--- config.mk ---
export PLATFORM = sky130hd
export DESIGN_NAME = rr_arbiter16
export DESIGN_NICKNAME = d
export VERILOG_FILES = /design/src/rtl/rr_arbiter16.sv
export SDC_FILE = /design/constraint.sdc
export NUM_CORES = 1
export LEC_CHECK = 0
export ABC_AREA = 1
export BUFFER_PORTS_ARGS = -buffer_cell sky130_fd_sc_hd__buf_4
export CELL_PAD_IN_SITES_DETAIL_PLACEMENT = 1
export CELL_PAD_IN_SITES_GLOBAL_PLACEMENT = 2
export CORE_AREA = 2 2 95 97
export CTS_CLUSTER_DIAMETER = 200
export DETAILED_ROUTE_END_ITERATION = 16
export DIE_AREA = 0 0 97 99
export PLACE_DENSITY_LB_ADDON = 0.3
export SLEW_MARGIN = 30
export SYNTH_ARGS = -nofsm -noshare
export SYNTH_HDL_FRONTEND = slang
export SYNTH_SLANG_ARGS = --single-unit
--- constraint.sdc ---
create_clock -name clk -period 3.6 [get_ports clk]
set_clock_uncertainty 0.05 [all_clocks]
set_input_delay 0 -clock clk [delete_from_list [all_inputs] [get_ports clk]]
set_output_delay 0 -clock clk [all_outputs]
set_load 0.05 [all_outputs]
--- src/rtl/rr_arbiter16.sv ---
// rr_arbiter16: 16-requester round-robin arbiter with a registered one-hot
// grant held until accepted downstream.
//
// Ports:
//   clk         rising-edge clock
//   rst_n       asynchronous active-low reset
//   req[15:0]   level-sensitive request lines
//   enable      permits new grants when 1
//   gnt_ready   downstream stage accepts the current grant
//   lock        (ARB_LOCK_EN only) re-grant the same requester on accept
//   gnt_onehot  registered one-hot grant, zero when no grant is held
//   gnt_valid   gnt_onehot holds a valid grant
//
// Optional feature: define ARB_LOCK_EN to add the lock input.
module rr_arbiter16 #(
    parameter logic [3:0] PTR_INIT = 4'd0
) (
    input  logic        clk,
    input  logic        rst_n,
    input  logic [15:0] req,
    input  logic        enable,
    input  logic        gnt_ready,
`ifdef ARB_LOCK_EN
    input  logic        lock,
`endif
    output logic [15:0] gnt_onehot,
    output logic        gnt_valid
);

    localparam int unsigned N  = 16;
    localparam int unsigned PW = 4;

    typedef enum logic {
        IDLE  = 1'b0,
        GRANT = 1'b1
    } state_t;

    state_t          state, state_nxt;
    logic [PW-1:0]   ptr, ptr_nxt;
    logic [N-1:0]    gnt_nxt;
    logic [PW-1:0]   gnt_idx;
    logic [PW-1:0]   ptr_adv;
    logic            keep;

    // Isolate the lowest set bit of a vector.
    function automatic logic [N-1:0] lowest(input logic [N-1:0] v);
        return v & (~v + N'(1));
    endfunction

    // First set request at or above p; wrap to the lowest set bit otherwise.
    function automatic logic [N-1:0] pick(input logic [N-1:0] r, input logic [PW-1:0] p);
        logic [N-1:0] upper;
        upper = r & ({N{1'b1}} << p);
        return (|upper) ? lowest(upper) : lowest(r);
    endfunction

    // Binary index of a one-hot vector.
    function automatic logic [PW-1:0] encode(input logic [N-1:0] v);
        logic [PW-1:0] idx;
        idx = '0;
        for (int i = 0; i < int'(N); i++) begin
            if (v[i]) idx = idx | PW'(i);
        end
        return idx;
    endfunction

    always_comb gnt_idx = encode(gnt_onehot);
    always_comb ptr_adv = gnt_idx + PW'(1);

    // Lock holds the current grant as long as its request is still asserted.
`ifdef ARB_LOCK_EN
    always_comb keep = lock & req[gnt_idx];
`else
    always_comb keep = 1'b0;
`endif

    // Next-state, pointer and grant selection.
    always_comb begin
        state_nxt = state;
        ptr_nxt   = ptr;
        gnt_nxt   = gnt_onehot;
        case (state)
            IDLE: begin
                gnt_nxt = '0;
                if (enable && (|req)) begin
                    gnt_nxt   = pick(req, ptr);
                    state_nxt = GRANT;
                end
            end
            GRANT: begin
                if (gnt_ready) begin
                    if (!keep) begin
                        ptr_nxt = ptr_adv;
                        if (enable && (|req)) begin
                            gnt_nxt = pick(req, ptr_adv);
                        end else begin
                            gnt_nxt   = '0;
                            state_nxt = IDLE;
                        end
                    end
                end
            end
            default: begin
                gnt_nxt   = '0;
                state_nxt = IDLE;
            end
        endcase
    end

    // State, pointer and registered outputs.
    always_ff @(posedge clk or negedge rst_n) begin
        if (!rst_n) begin
            state      <= IDLE;
            ptr        <= PTR_INIT;
            gnt_onehot <= '0;
            gnt_valid  <= 1'b0;
        end else begin
            state      <= state_nxt;
            ptr        <= ptr_nxt;
            gnt_onehot <= gnt_nxt;
            gnt_valid  <= (state_nxt == GRANT);
        end
    end

endmodule

# Yosys cells after proc, flatten, opt, wreduce, memory -nomap -nowiden
# Cells that the tools add are included.
# word_totals
reg_bits	21
inputBits	20
out_inout_bits	17
elab_cells	48
# classes
add_sub_neg	4
eq_ne	1
n_shift	2
mux	24
bitwise	9
reduce_logical	5
# ops
operator	n
bitwise AND 16 bit	5
two-way mux 16 bit	5
adder 16 x 1 -> 16 bit (second input constant)	3
NOT 16 bit	3
OR reduction 16 bit	3
two-way mux 4 bit	8
case mux 16 bit (2 select lines)	1
<< shifter 16 x 4 -> 16 bit (first input constant)	2
two-way mux 3 bit	4
adder 4 x 1 -> 4 bit (second input constant)	1
two-way mux 2 bit	2
two-way mux 1 bit	3
!= test 2 bit (second input constant)	1
case mux 1 bit (2 select lines)	1
AND reduction 2 bit	1
logical AND 1 bit	1
NOT 1 bit	1

# Logic depth before layout (Yosys ltp)
# logic_depth
depth_word	25
mapped_depth	19
mapped_depth_nobuf	18

# Worst setup path after synthesis
# Ideal clock, no wire load.
# synth_timing
path_type	register to register
start	register gnt_onehot[11]
end	register gnt_onehot[6]
setup_ns	0.066
t_arrival_ns	2.636
required_time_ns	3.484
slack_ns	0.848
stages_incl_launch_ff	19
path_buffers	0
period_less_slack_ns	2.752
path_cell_list	dfrtp_1 nor2_1 nand2_1 inv_1 nand2_2 ha_1 inv_1 ha_1 nand2_1 nor2_1 o31ai_1 nand2_1 nor2_1 nand3_1 nand2_1 inv_1 nand2_1 nand2_1 nand2_1
# synth_between
elab_chain_len	15
elab_cells_between_ends	16
cone_classes	add/sub: 2; shift: 1; mux: 9; bitwise: 3; reduce/logical: 1
# synth_rtl
element	line_no	text
start, declared	26	output logic [15:0] gnt_onehot,
start signal, assigned	120	gnt_onehot <= gnt_nxt;
two-way mux 4 bit * (5 in series)	62	if (v[i]) idx = idx | PW'(i);
adder 4 x 1 -> 4 bit *	68	always_comb ptr_adv = gnt_idx + PW'(1);
<< shifter 16 x 4 -> 16 bit *	53	upper = r & ({N{1'b1}} << p);
bitwise AND 16 bit *	53	
NOT 16 bit	47	return v & (~v + N'(1));
adder 16 x 1 -> 16 bit	47	
bitwise AND 16 bit	47	
two-way mux 16 bit *	54	return (|upper) ? lowest(upper) : lowest(r);
two-way mux 16 bit *	94	if (enable && (|req)) begin
two-way mux 16 bit *	91	if (gnt_ready) begin
case mux 16 bit (2 select lines) *	82	case (state)
# Mark *: on every way between the ends. The rest lies on a longest branch, timed or not. The select of a mux whose other input is x is not followed.
# A chain may end at the register's enable or synchronous reset.

# Worst setup path in the final report
# layout_timing
start	register gnt_onehot[9]
end	register gnt_onehot[6]
# layout_between
elab_chain_len	17
elab_cells_between_ends	18
cone_classes	add/sub: 2; shift: 1; mux: 11; bitwise: 3; reduce/logical: 1
# layout_rtl
element	line_no
two-way mux 4 bit * (7 in series)	62
adder 4 x 1 -> 4 bit *	68
<< shifter 16 x 4 -> 16 bit *	53
bitwise AND 16 bit *	53
NOT 16 bit	47
adder 16 x 1 -> 16 bit	47
bitwise AND 16 bit	47
two-way mux 16 bit *	54
two-way mux 16 bit *	94
two-way mux 16 bit *	91
case mux 16 bit (2 select lines) *	82
# Marked as above.

==> reports/summary.log <==
INFO  timing         post-route-min-period=3.14ns
INFO  setup_path     worst_ep_required_time=3.74ns
INFO  min_path       hp-class=input port to register
INFO  synth          yosysSeqAreaShare=21.7%
INFO  setup_path     ff2ff_path_depth=18
INFO  timing         timing.fmax=319MHz
INFO  route          drt-total-wl=8.65mm
INFO  synth          synth.distinct_cells=33
INFO  setup_path     timing.critical_path.fanout_max=7
INFO  synth          synth_fp_nets=454
INFO  synth          synthDominantCellAreaShare=23.6%
INFO  global_routing grt_most_used_layer=met2
INFO  timing         setup_total_negative_slack=0ns
INFO  setup_path     timing.rr.end=gnt_onehot[6]
INFO  global_routing grt.met2_usage=32.3%
INFO  synth          post_synth_inst_count=430
INFO  pwr            netSwitchingPower=0.00114W
INFO  synth          yosys_warning_total=0
INFO  clocking       post_cts_resize_count=0
INFO  place          place.gp.congestion=0.902
INFO  synth          count_of_state_elements_after_synthesis=21
INFO  setup_path     critical_path_buf_inv_count=3
INFO  floorplan      die_y=99µm
INFO  timing         worst-slew-pin-transition=0.706ns
INFO  global_routing grt_pass1_vias=2967
INFO  setup_path     r2r-start=gnt_onehot[9]
INFO  flow_run       max_cap_violations=0
INFO  clocking       post_cts_buffers=0
INFO  setup_path     worstSetupStartpointType=register
INFO  clocking       clock-root-buffer=clkbuf_8
INFO  floorplan      start_util=28.3%
INFO  synth          most_frequently_used_flop_master_after_synthesis=dfrtp_1
INFO  timing         rel_slew_slack=52.6%
INFO  setup_path     worst_path_largest_cell_delay=0.63ns
INFO  global_routing largest_net_degree_at_the_start_of_global_routing=22
INFO  route          vias=2773
INFO  pwr            p_seq_share=19.5%
INFO  timing         setup_viol_count_final=0
INFO  timing         hold_violations=0
INFO  final_layout   num-nets-final=490
INFO  global_routing met1_grt_util=26.1%
INFO  setup_path     regToRegSetupSlack=0.46ns
INFO  setup_path     critical-path-top-cell-by-count=nand2_1
INFO  synth          synthesis.area=2420µm²
INFO  pwr            leakage=1.58nW
INFO  route          routed_via_density=4.84
INFO  setup_path     worst-path-stages=18
INFO  min_path       hold_path_startpoint=req[0]
INFO  setup_path     timing.critical_path.cells=inv_1, nand2_1, nor2_1, nand2_4, ha_1, inv_1, ha_1, nand2_1, nor2_1, o31ai_1, nand2_1, nor2_1, nand3_1, nand2_1, inv_1, nand2_1, nand2_1, nand2_1
INFO  floorplan      dieWidth=97µm
INFO  clocking       clk_pin_slew_worst_paths=0.07ns
INFO  global_routing gr_usage_total=19.1%
INFO  pwr            pwr-share-clk=7.7%
INFO  final_layout   n_antenna_cell=0
INFO  setup_path     critical_path.top_delay_family=simple AND/OR/NAND/NOR gates
INFO  pwr            overall_power_after_layout=0.00191W
INFO  min_path       min_to=gnt_onehot[0]
INFO  timing         timing_max_transition_violations_final=0
INFO  route          detailedRoute.firstPassIterationCount=4
INFO  clocking       cts_htree_levels=1
INFO  pwr            power.ir.vdd_worst=0.215mV
INFO  global_routing global_route.usage.met3=1.77%
INFO  status         run_status=finished clean
INFO  place          place.detailed.hpwl=7.31mm
INFO  synth          synth-edff-count=0
INFO  floorplan      dieArea=9600µm²
INFO  global_routing wire_length_of_the_first_global_routing_pass=14.9mm
INFO  route          detailedRoute.firstIterationViolations=112
INFO  route          remaining_drc_errors=0
INFO  place          io_buffers=36
INFO  floorplan      fp-row-count=34
INFO  final_layout   drive_gt1_share=15.1%
INFO  global_routing grt_overflow_total=0
INFO  clocking       cts_tree=built
INFO  synth          synth.cells.most_frequent=nand2_1 (152), inv_1 (63), nor2_1 (51)
INFO  setup_path     timing.critical_path.slowest_stage_cell=o31ai_1
INFO  synth          yosys.area.top_type=nand2_1
INFO  clocking       worst_skew_pair.late_latency=0.25ns
INFO  global_routing grt_antenna_before_repair=0
INFO  pwr            power_frac_comb=72.8%
INFO  synth          synthTopCellsByArea=nand2_1 (24%), dfrtp_1 (22%), inv_1 (9.8%)
INFO  floorplan      boundaryPins=37
INFO  pwr            power.switching_fraction=59.3%
INFO  min_path       min_delay_path_depth=5
INFO  setup_path     worst-setup-path-type=register to register
INFO  synth          synth.most_common_cell=nand2_1
INFO  route          drt-wirelength-per-cell=15.1µm
INFO  timing         timing.final.crit_share=87.2%
INFO  clocking       cts_sinks=21
INFO  route          ant_nets=0
INFO  pwr            cell_internal_pwr=0.000779W
INFO  setup_path     end_kind=register
INFO  clocking       cts_inserted_buffers=3
INFO  synth          synth_area_per_cell=5.62µm²
INFO  clocking       clockBufferDepth=2
INFO  final_layout   synthToLayoutAreaGrowth=17.7%
INFO  setup_path     critical_path_arrival=3.28ns
INFO  floorplan      placeable_core_area=8550µm²
INFO  pwr            pwr_per_cell_area=673nW/µm²
INFO  timing         unrepaired_setup_endpoints_after_global_routing=no
INFO  synth          fraction_of_registers_with_async_set_or_reset_after_synthesis=100%
power groups by stage:
stage | Combinational [W] | Sequential [W] | Clock (W)
after floorplan | 0.000980 | 0.000429 | 0
after global placement | 0.00138 | 0.000378 | 0
after detailed placement | 0.00139 | 0.000378 | 0
after CTS | 0.00140 | 0.000374 | 0.000155
after global routing | 0.00159 | 0.000383 | 0.000166
final | 0.00139 | 0.000374 | 0.000148
cell usage in the layout (no fill, tap or decap), types with 9 or more instances in the layout:
cell,n
inv_1,63
dfrtp_1,21
nor3_1,11
nand3_1,37
o21ai_0,14
nor2_1,51
buf_4,39
a21oi_1,9
nand2_1,152
sequential cells by signal (all words and copies together) (netlist names):
signal      count
gnt_onehot     16
state           1
ptr             4
through the flow:
| step | cell area [µm²] | cells | worst slack, ns | hold WS (ns) | util (%) |
|---|---|---|---|---|---|
| after floorplan | 2420 | 430 | 0.848 | -0.346 | - |
| after global placement | 2780 | 567 | 0.502 | -0.151 | 32.5 |
| after detailed placement | 2780 | 567 | 0.497 | -0.153 | 32.5 |
| after CTS | 2850 | 573 | 0.453 | 0.0309 | 33.3 |
| after global routing | 2850 | 573 | 0.173 | 0.100 | 33.3 |
| final | 2850 | 573 | 0.462 | 0.0383 | 33.3 |
per-layer routing:
metal	vias to the layer above	part of all wire, %
li1	1431	-
met2	64	45
met1	1264	49
met3	14	4.4
met4	0	2.1
met5	-	0
worst min-delay path: cells and delay by family:
| family | cells | cell delay, ns |
|---|---|---|
| buffers and inverters | 1 | 0.12 |
| AND/OR/NAND/NOR | 4 | 0.18 |
how the worst max path moves through the flow:
stage / startpoint / end / slack [ns]
finish: gnt_onehot[9] / gnt_onehot[6] / 0.46
detailed placement: gnt_onehot[9] / gnt_onehot[6] / 0.50
global placement: gnt_onehot[9] / gnt_onehot[6] / 0.50
global route: gnt_onehot[11] / gnt_onehot[11] / 0.17
CTS: gnt_onehot[9] / gnt_onehot[6] / 0.45
floorplan: gnt_onehot[11] / gnt_onehot[6] / 0.85
cell families (layout without fill, tap and decap cells):
kind of cell / after synthesis / in the layout / synth area share (%)
and+or+nand+nor: 285 / 285 / 52.8
buffers and inverters: 78 / 113 / 13.3
adders and majority gates: 4 / 4 / 2.07
AOI/OAI and AO/OA: 42 / 42 / 10.1
DFF: 21 / 21 / 21.7
area by class of cell:
class,count,area (µm²)
multi-input combinational,331,1570
fill,1166,5710
timing repair buffer,41,313
sequential,21,526
tap,108,135
inverter,68,255
clock buffer,4,45.0
repair_timing:
| item | 4_1_cts | 5_1_grt |
|---|---|---|
| endpoints found under the hold margin | 22 | 0 |
| hold buffers | 2 | 0 |
| setup endpoints to repair | 0 | 0 |
No activity file was read; power rests on OpenSTA's default activity.
